--- config.mk ---
export PLATFORM = sky130hd
export DESIGN_NAME = ram_writer
export DESIGN_NICKNAME = d
export VERILOG_FILES = /design/src/rtl/vga_serial_pkg.sv /design/src/rtl/byte_packer.sv /design/src/rtl/ram_writer.sv
export SDC_FILE = /design/constraint.sdc
export NUM_CORES = 1
export LEC_CHECK = 0
export ABC_AREA = 1
export CELL_PAD_IN_SITES_DETAIL_PLACEMENT = 0
export CELL_PAD_IN_SITES_GLOBAL_PLACEMENT = 2
export CORE_AREA = 4 4 170 106
export DETAILED_ROUTE_END_ITERATION = 6
export DIE_AREA = 0 0 174 110
export PLACE_DENSITY = 0.81
export SETUP_SLACK_MARGIN = 0.05
export SYNTH_ARGS = -nofsm -noshare
export SYNTH_HDL_FRONTEND = slang
export SYNTH_HIERARCHICAL = 1
export SYNTH_SLANG_ARGS = --single-unit
export TNS_END_PERCENT = 20
--- constraint.sdc ---
create_clock -name clk -period 2.2 [get_ports clk]
set_input_delay 0.33 -clock clk [delete_from_list [all_inputs] [get_ports clk]]
set_output_delay 0.33 -clock clk [all_outputs]
set_load 0.02 [all_outputs]
--- src/rtl/vga_serial_pkg.sv ---
// Shared definitions for the VGA serial display path: writer FSM states,
// byte width, default frame geometry, and the RAM depth calculation that
// the writer and the display-side reader must agree on.
package vga_serial_pkg;

  typedef enum logic {
    IDLE    = 1'b0,
    RECEIVE = 1'b1
  } state_t;

  localparam int BYTE_W     = 8;
  localparam int FRAME_W    = 480;
  localparam int FRAME_H    = 360;
  localparam int FRAME_BPP  = 24;
  localparam int FRAME_BITS = FRAME_W * FRAME_H * FRAME_BPP;

  // Number of RAM words needed to hold one frame.
  function automatic int ram_depth(input int n_bits, input int ram_width);
    return n_bits / ram_width;
  endfunction

endpackage

--- src/rtl/byte_packer.sv ---
// Packs a byte stream MSB-first into a RAM_WIDTH-bit word. A clear that
// coincides with a load starts a fresh word holding that byte, so a byte
// arriving in the same cycle as a word hand-off is never lost.
module byte_packer
  import vga_serial_pkg::*;
#(
  parameter  int RAM_WIDTH = 32,
  localparam int BPW       = RAM_WIDTH / BYTE_W,
  localparam int CNT_W     = $clog2(BPW) + 1
) (
  input  logic                 clk,
  input  logic                 rst,
  input  logic                 i_clear,
  input  logic                 i_load,
  input  logic [BYTE_W-1:0]    i_byte,
  output logic [RAM_WIDTH-1:0] o_word,
  output logic [CNT_W-1:0]     o_byte_cnt,
  output logic                 o_word_full
);

  logic [RAM_WIDTH-1:0] r_buf;
  logic [CNT_W-1:0]     r_cnt;

  // Shift buffer and byte counter; earlier bytes move toward the MSB.
  // NOTE: sequential state uses non-blocking assignments so every register
  // samples pre-edge values regardless of statement order.
  always_ff @(posedge clk or negedge rst) begin
    if (!rst) begin
      r_buf <= '0;
      r_cnt <= '0;
    end else if (i_clear) begin
      r_buf <= i_load ? RAM_WIDTH'(i_byte) : '0;
      r_cnt <= i_load ? CNT_W'(1) : '0;
    end else if (i_load) begin
      r_buf <= (r_buf << BYTE_W) | RAM_WIDTH'(i_byte);
      r_cnt <= r_cnt + CNT_W'(1);
    end
  end

  assign o_word      = r_buf;
  assign o_byte_cnt  = r_cnt;
  assign o_word_full = (r_cnt == CNT_W'(BPW));

endmodule

--- src/rtl/ram_writer.sv ---
// Write side of the frame RAM: turns UART bytes into RAM words, writes them
// to sequential addresses for one frame, and drops stalled partial words.
module ram_writer
  import vga_serial_pkg::*;
#(
  parameter  int RAM_WIDTH      = 32,
  parameter  int N_BITS         = FRAME_BITS,
  parameter  int TIMEOUT_CYCLES = 100000,
  localparam int BYTES_PER_WORD = RAM_WIDTH / BYTE_W,
  localparam int RAM_DEPTH      = ram_depth(N_BITS, RAM_WIDTH),
  localparam int MAX_ADRESS     = RAM_DEPTH - 1,
  localparam int ADRESS_BITS    = $clog2(RAM_DEPTH)
) (
  input  logic                   clk,
  input  logic                   rst,
  input  logic [BYTE_W-1:0]      rx_data,
  input  logic                   rx_ready,
  input  logic                   frame_start,
  output logic [ADRESS_BITS-1:0] adress,
  output logic [RAM_WIDTH-1:0]   data_out,
  output logic                   write_en,
  output logic                   busy,
  output logic                   frame_done,
  output logic                   timeout_err
);

  localparam int CNT_W = $clog2(BYTES_PER_WORD) + 1;
  localparam int TMO_W = $clog2(TIMEOUT_CYCLES + 1);
  localparam logic [ADRESS_BITS-1:0] LAST_ADR = ADRESS_BITS'(MAX_ADRESS);
  localparam logic [TMO_W-1:0]       TMO_LAST = TMO_W'(TIMEOUT_CYCLES - 1);

  state_t                 r_state, w_state_nxt;
  logic [ADRESS_BITS-1:0] r_adress, w_adress_inc, w_adress_cur;
  logic [RAM_WIDTH-1:0]   r_data_out, w_word;
  logic                   r_write_en, r_frame_done, r_timeout_err;
  logic [TMO_W-1:0]       r_tmo_cnt;
  logic [CNT_W-1:0]       w_byte_cnt;
  logic                   w_word_full;
  logic                   w_pk_clear, w_pk_load;
  logic                   w_write, w_last, w_timeout, w_tmo_run;

  byte_packer #(.RAM_WIDTH(RAM_WIDTH)) u_packer (
    .clk         (clk),
    .rst         (rst),
    .i_clear     (w_pk_clear),
    .i_load      (w_pk_load),
    .i_byte      (rx_data),
    .o_word      (w_word),
    .o_byte_cnt  (w_byte_cnt),
    .o_word_full (w_word_full)
  );

  // The address increments one cycle after each write, so the word being
  // completed now targets the post-increment address if a write is pending.
  assign w_adress_inc = (r_adress == LAST_ADR) ? '0 : r_adress + ADRESS_BITS'(1);
  assign w_adress_cur = r_write_en ? w_adress_inc : r_adress;

  // Next state and per-cycle control: frame_start beats everything, a
  // finished word beats a new byte, a new byte beats the timeout.
  always_comb begin
    // NOTE: every output of this block gets a default first so no path
    // leaves a signal unassigned and infers a latch.
    w_state_nxt = r_state;
    w_pk_clear  = 1'b0;
    w_pk_load   = 1'b0;
    w_write     = 1'b0;
    w_last      = 1'b0;
    w_timeout   = 1'b0;
    w_tmo_run   = 1'b0;
    case (r_state)
      IDLE: begin
        w_pk_clear = 1'b1;
        if (frame_start) begin
          w_state_nxt = RECEIVE;
          w_pk_load   = rx_ready;
        end
      end
      RECEIVE: begin
        if (frame_start) begin
          w_pk_clear = 1'b1;
          w_pk_load  = rx_ready;
        end else if (w_word_full) begin
          w_write    = 1'b1;
          w_pk_clear = 1'b1;
          if (w_adress_cur == LAST_ADR) begin
            w_last      = 1'b1;
            w_state_nxt = IDLE;
          end else begin
            w_pk_load = rx_ready;
          end
        end else if (rx_ready) begin
          w_pk_load = 1'b1;
        end else if (w_byte_cnt != '0) begin
          if (r_tmo_cnt == TMO_LAST) begin
            w_timeout  = 1'b1;
            w_pk_clear = 1'b1;
          end else begin
            w_tmo_run = 1'b1;
          end
        end
      end
      default: w_state_nxt = IDLE;
    endcase
  end

  // State register.
  always_ff @(posedge clk or negedge rst) begin
    if (!rst) r_state <= IDLE;
    else      r_state <= w_state_nxt;
  end

  // Output registers, address counter and inter-byte timeout counter.
  always_ff @(posedge clk or negedge rst) begin
    if (!rst) begin
      r_adress      <= '0;
      r_data_out    <= '0;
      r_write_en    <= 1'b0;
      r_frame_done  <= 1'b0;
      r_timeout_err <= 1'b0;
      r_tmo_cnt     <= '0;
    end else begin
      r_write_en    <= w_write;
      r_frame_done  <= w_last;
      r_timeout_err <= w_timeout;
      r_tmo_cnt     <= w_tmo_run ? r_tmo_cnt + TMO_W'(1) : '0;
      if (w_write) r_data_out <= w_word;
      if (frame_start)     r_adress <= '0;
      else if (r_write_en) r_adress <= w_adress_inc;
    end
  end

  assign adress      = r_adress;
  assign data_out    = r_data_out;
  assign write_en    = r_write_en;
  assign frame_done  = r_frame_done;
  assign timeout_err = r_timeout_err;
  assign busy        = (r_state == RECEIVE);

endmodule

Word level (Yosys, flattened, before mapping)
Index checks and enable logic that the tools add are counted.
Widths: inputs -> output; s select.
{"block": "word_totals", "rom_bits": 0, "mem_bits_rw": 0, "latch_bits": 0, "ff_bits": 105, "out_inout_bits": 53, "input_bits": 12, "elab_cells": 63, "memories": 0}
{"block": "op_classes", "addsub": 3, "shifts": 0, "n_div": 0, "n_reduce_logical": 2, "n_mul": 0, "n_bitwise": 2, "n_lt_le_gt_ge": 0, "n_mux": 43, "n_eq_ne": 4}
{"op": "$mux 17", "n": 4}
{"op": "$mux 32", "n": 2}
{"op": "$eq 17x17->1 const B", "n": 3}
{"op": "$add 17x1->17 const B", "n": 2}
{"op": "$or 32x8->32", "n": 1}
{"op": "$mux 1", "n": 31}
{"op": "$mux 8", "n": 1}
{"op": "$mux 3", "n": 2}
{"op": "$pmux 1 s2", "n": 3}
{"op": "$add 3x1->3 const B", "n": 1}
{"op": "$eq 3x3->1 const B", "n": 1}
{"op": "$reduce_bool 3->1", "n": 1}
{"op": "$reduce_bool 2->1", "n": 1}
{"op": "$not 1->1", "n": 1}

Logic depth before layout (Yosys ltp)
Gate-level depths: netlist (run 1).
{"block": "logic_depth", "word_depth": 10, "mapped_depth": 17}

Cells and area by module
Netlist (run 1), hierarchy kept.
{"mod": "ram_writer", "cells_each": 440, "n_inst": 1, "area_per_inst_um2": 3402.0}
{"mod": "byte_packer", "cells_each": 151, "n_inst": 1, "area_per_inst_um2": 1482.7}

Least setup slack after synthesis (run 1)
Ideal clock, no wire load.
{"block": "synth_timing", "path_type": "register -> register", "startpoint": "reg r_adress[1], in the netlist adress[1]", "endpoint": "reg u_packer.r_cnt[0], in the netlist u_packer/o_byte_cnt[0]", "arrival_time_ns": 2.301, "stages_incl_launch_ff": 16, "path_buffers": 2, "synth_period_minus_slack_ns": 2.367, "setup_ns": 0.066, "required_ns": 2.134, "path_slack_ns": -0.167, "cell_sequence": "dfrtp_1 ha_1 nand2_2 nor2_4 nand2_2 inv_1 nand3_2 nand3_1 nor2_1 nand3_1 nor2_2 nor3_1 buf_6 buf_8 o21ai_0 nand2_1"}
{"block": "synth_between", "elab_chain_cells": 10, "elab_cells_between_ends": 12, "cone_classes": "1 x add/sub; 2 x eq/ne; 8 x mux; 1 x reduce/logical"}
{"element": "from (decl)", "line": "ram_writer.sv:33", "source": "logic [ADRESS_BITS-1:0] r_adress, w_adress_inc, w_adress_cur;"}
{"element": "from (signal assigned)", "line": "ram_writer.sv:128", "source": "else if (r_write_en) r_adress <= w_adress_inc;"}
{"element": "$add 17x1->17 / $eq 17x17->1 (equally long branches)", "line": "ram_writer.sv:55", "source": "assign w_adress_inc = (r_adress == LAST_ADR) ? '0 : r_adress + ADRESS_BITS'(1);"}
{"element": "$mux 17", "line": "ram_writer.sv:55"}
{"element": "$mux 17 *"}
{"element": "$eq 17x17->1 *", "line": "ram_writer.sv:85", "source": "if (w_adress_cur == LAST_ADR) begin"}
{"element": "$mux 1 *", "line": "ram_writer.sv:85"}
{"element": "$mux 1 *", "line": "ram_writer.sv:82", "source": "end else if (w_word_full) begin"}
{"element": "$mux 1 *", "line": "ram_writer.sv:79", "source": "if (frame_start) begin"}
{"element": "$pmux 1 s2 *", "line": "ram_writer.sv:70", "source": "case (r_state)"}
{"element": "via w_pk_load", "line": "ram_writer.sv:39", "source": "logic w_pk_clear, w_pk_load;"}
{"element": "$mux 1", "line": "byte_packer.sv:33", "source": "r_cnt <= i_load ? CNT_W'(1) : '0;"}
{"element": "$mux 3", "line": "byte_packer.sv:31", "source": "end else if (i_clear) begin"}
{"element": "to (signal assigned)", "line": "byte_packer.sv:33"}
{"element": "to (signal assigned)", "line": "byte_packer.sv:36", "source": "r_cnt <= r_cnt + CNT_W'(1);"}
{"element": "to (decl)", "line": "byte_packer.sv:22", "source": "logic [CNT_W-1:0] r_cnt;"}
The timed path passes the listed nets; every way through them passes the cells marked *.
A chain may end at the register's enable or synchronous reset.

Final worst setup path (run 1)
{"block": "layout_timing", "startpoint": "reg r_write_en, in the netlist write_en", "endpoint": "reg u_packer.r_cnt[0], in the netlist u_packer/o_byte_cnt[0]"}
{"block": "layout_between", "elab_chain_cells": 8, "elab_cells_between_ends": 9, "cone_classes": "1 x eq/ne; 7 x mux; 1 x reduce/logical"}
{"element": "from (decl)", "line": "ram_writer.sv:35", "source": "logic r_write_en, r_frame_done, r_timeout_err;"}
{"element": "from (signal assigned)", "line": "ram_writer.sv:122", "source": "r_write_en <= w_write;"}
{"element": "$mux 17 *"}
{"element": "$eq 17x17->1 *", "line": "ram_writer.sv:85"}
{"element": "$mux 1 *", "line": "ram_writer.sv:85"}
{"element": "$mux 1 *", "line": "ram_writer.sv:82"}
{"element": "$mux 1 *", "line": "ram_writer.sv:79"}
{"element": "$pmux 1 s2 *", "line": "ram_writer.sv:70"}
{"element": "via w_pk_load", "line": "ram_writer.sv:39"}
{"element": "$mux 1", "line": "byte_packer.sv:33"}
{"element": "$mux 3", "line": "byte_packer.sv:31"}
Marks and branches as above.

==> summary.md, run 1 <==
| Metric | Value |
|---|---|
| Status | `finished, violations left` |
| Failing checks | `negative hold slack, negative setup slack` |
| First-pass DRT Iterations | `5` |
| Die Y | `approximately 110 um` |
| Via Count | `~4300` |
| Pre-CTS setup slack | `-318 ps` |
| Worst rel slew slack | `between 50 and 60%` |
| Clock share of power | `39.0%` |
| WL/cell | `approximately 15 um` |
| Fmax | `410 MHz` |
| DP HPWL | `9970 um` |
| Core area | `between 15000 and 20000 um^2` |
| Grt ovf | `0` |
| CP arrival | `about 2700 ps` |
| Post-DP Area | `6040 um^2` |
| Tcrit/Tclk final | `111%` |
| Antenna Cells | `0` |
| Seq cells post-synth | `105` |
| Starting DRT DRC Count | `290` |
| Hold Crit Class | `input pin to async pin` |
| Worst endpoint required time | `around 2500 ps` |
| Commonest non-fill, non-tap cells in the layout | `nand2_1 (213), dfrtp_1 (100), clkdlybuf4s50_1 (63)` |
| Setup WS post-layout | `-237 ps` |
| Commonest non-fill, non-tap cell in the layout | `nand2_1` |
| Number of global-route vias before repair | `4335` |
| Startpoint Class | `flop` |
| Slew at the pin closest to its max-slew limit | `659 ps` |
| Max-cap violations | `0` |
| Final Hold Viols | `1` |
| Worst-Skew Late Latency | `350 ps` |
| Hold Buf Count CTS | `0` |
| Synth Instances | `a little under 600` |
| Initial antenna violation count | `0` |
| Avg Inst Size Synth | `8.27 um^2` |
| Final Skew | `9.98 ps` |
| Total CTS buffers | `9` |
| Synth warnings | `6` |
| Die width | `174 um` |
| Port Buf Inserts | `64` |
| Row cnt | `36` |
| Flop pwr share | `slightly above 50%` |
| DIE AREA | `19100 um^2` |
| Crit path max fanout | `13` |
| IO Count | `65` |
| Synth top area share | `approximately 54%` |
| PD cells | `595 nW/um^2` |
| Hold WS | `-0.864 ps` |
| Int Power | `around 3.0 mW` |
| GRT Overall Usage | `15.2%` |
| Post-synth top area cell | `dfrtp_1` |
| RSZ-0062 raised after global routing | `yes` |
| Layout cell share with drive strength beyond 1 | `a little over a fifth` |
| Leading cell types by total area after synthesis | `dfrtp_1 (54%), nand2_1 (17%), nand3_1 (4.2%), nor2_1 (4.1%), inv_1 (3.5%)` |
| CTS tree | `done` |
| Comb pwr share | `approximately a tenth` |
| Syn_nets | `607` |
| Reg2reg end | `u_packer/o_byte_cnt[0]` |
| R2R depth | `15` |
| Post-route cell area | `a little under 7000 um^2` |
| Finish-stage setup viols | `35` |
| Leakage | `3.21 nW` |
| Fin nets | `between 700 and 800` |
| Register area share after synthesis | `53.8%` |
| Longest Clk Path Bufs | `2` |
| CTS sink cnt | `105` |
| H-tree depth | `3` |
| Post-synthesis cell area | `4880 um^2` |
| Final GP Congestion | `0.896` |
| Power Total | `4.04 mW` |
| Post-route DRC | `0` |
| Post-synth EDFFs | `0` |
| FF-to-FF Start | `write_en` |
| Starting Density | `a little under a third` |
| Post-route ant nets | `0` |
| Switching power | `around 1.1 mW` |
| Async SR Flop Fraction | `100%` |
| R2R setup slack | `-240 ps` |
| Pin count of the biggest net entering global routing | `between 40 and 50` |
| Clock slew at reported path FFs | `80 ps` |
| Kind of critical path | `flop to flop` |
| Global-route wire length before repair | `23100 um` |
| Vias/cell | `4.63` |
| CP endpoint kind | `flop` |
| Inst Count DP | `894` |
| Fin crit period | `2440 ps` |
| Switch share | `26.4%` |
| Max VDD drop | `0.000344 V` |
| Layout area overhead | `39.1%` |
| Most used DFF post-synth | `dfrtp_1` |
| Final Max Slew Viols | `0` |
| Yosys cell types | `33` |
| Root buffer selected by CTS | `clkbuf_16` |
| Final Non-Filler Cells | `934` |
| Total wire length | `14200 um` |
-- cell type report --
type,instances,area [um^2]
clock buffers,10,229
inverters,50,188
clock inverters,6,61.3
well taps,209,262
flip-flops and latches,105,2630
multi-input cells,419,2080
fillers,1613,9420
repair buffers,135,1340
-- per-stage QoR --
stage	TNS, ps	utilization, %
2_1_floorplan	0	-
3_3_place_gp	-5620	37.3
3_5_place_dp	-6790	37.3
4_1_cts	-3450	41.1
5_1_grt	-11670	41.9
6_report	-6650	41.9
-- worst max path at each step --
| stage | cells after the start | slack (ps) | to | from |
|---|---|---|---|---|
| 2_1_floorplan | 15 | 70 | u_packer/o_byte_cnt[0] | adress[1] |
| 3_3_place_gp | 15 | -230 | u_packer/o_byte_cnt[2] | adress[0] |
| 3_5_place_dp | 14 | -320 | u_packer/o_word[22] | adress[0] |
| 4_1_cts | 17 | -170 | u_packer/o_word[22] | adress[1] |
| 5_1_grt | 17 | -380 | u_packer/o_word[3] | adress[1] |
| 6_report | 15 | -240 | u_packer/o_byte_cnt[0] | write_en |
-- what timing repair did --
action	4_1_cts	5_1_grt
cloned	3	2
pin swaps	6	6
resized for setup	45	25
buffers inserted	16	3
hold endpoints to repair	0	0
endpoints found under the setup margin	35	37
-- power by group through the flow --
| stage | Clock, mW | Combinational (mW) | Sequential [mW] |
|---|---|---|---|
| finish | 1.58 | 0.424 | 2.04 |
| global route | 1.70 | 0.465 | 2.05 |
| CTS | 1.64 | 0.409 | 2.04 |
| detailed placement | 0 | 0.366 | 2.08 |
| global placement | 0 | 0.358 | 2.08 |
| floorplan | 0 | 0.129 | 2.12 |
-- worst max-delay path, cell delays in order (launching register included) --
cell,delay [ps]
dfrtp_2,480
buf_4,190
nand3_1,150
nor3_4,220
nand2_1,90
nand2_1,60
nand2_1,90
nor2_1,110
nand3_1,90
nor2_2,160
nor3_4,80
buf_6,130
nor2_4,200
clkbuf_16,220
nand2_1,50
nand2_1,60
-- cell families (layout without fill, tap and decap cells) --
kind of cell / Yosys count / count (layout) / share of synthesized area (%)
flip-flops: 105 / 105 / 53.8
buffers and inverters: 67 / 201 / 6.92
AND/OR/NAND/NOR: 374 / 374 / 33.4
XOR/XNOR: 5 / 5 / 0.896
adder cells (fa/ha/maj): 4 / 4 / 1.02
AO/OA/AOI/OAI: 36 / 36 / 3.97
-- registers in the layout, summed over array words and instances, names as in the netlist --
| signal | count |
|---|---|
| adress | 17 |
| busy | 1 |
| data_out | 32 |
| frame_done | 1 |
| r_tmo_cnt | 17 |
| timeout_err | 1 |
| u_packer/o_byte_cnt | 3 |
| u_packer/o_word | 32 |
| write_en | 1 |
-- synth_stat cells, types with 2 or more instances --
master / number
nand3_2: 6
dfrtp_1: 105
nand3_1: 41
o21ai_0: 21
buf_6: 5
xor2_1: 4
nor2_1: 54
inv_1: 45
nand2_1: 225
nor2_4: 6
buf_12: 2
nor2_2: 3
nor3_1: 19
inv_2: 5
clkbuf_1: 7
ha_1: 4
nand4_1: 10
nand3b_1: 2
nand2_2: 5
a21oi_1: 9
-- layer usage --
| metal | track usage (%) | vias up | part of all wire [%] |
|---|---|---|---|
| li1 | - | 2137 | - |
| met1 | 22.5 | 2084 | 53 |
| met2 | 23.0 | 96 | 42 |
| met3 | 3.48 | 8 | 4.6 |
| met4 | 3.16 | 0 | 0.96 |
| met5 | 0 | - | 0 |
No activity file was read; power rests on OpenSTA's default activity.
==> run 2, diff against run 1 <==
--- a/config.mk
+++ b/config.mk
@@ -9,6 +9,7 @@
 export CELL_PAD_IN_SITES_DETAIL_PLACEMENT = 0
 export CELL_PAD_IN_SITES_GLOBAL_PLACEMENT = 2
 export CORE_AREA = 4 4 170 106
+export CTS_CLUSTER_DIAMETER = 30
 export DETAILED_ROUTE_END_ITERATION = 6
 export DIE_AREA = 0 0 174 110
 export PLACE_DENSITY = 0.81
==> results of run 2 <==
The final DEF is identical to that of run 1; final timing and power are the same.
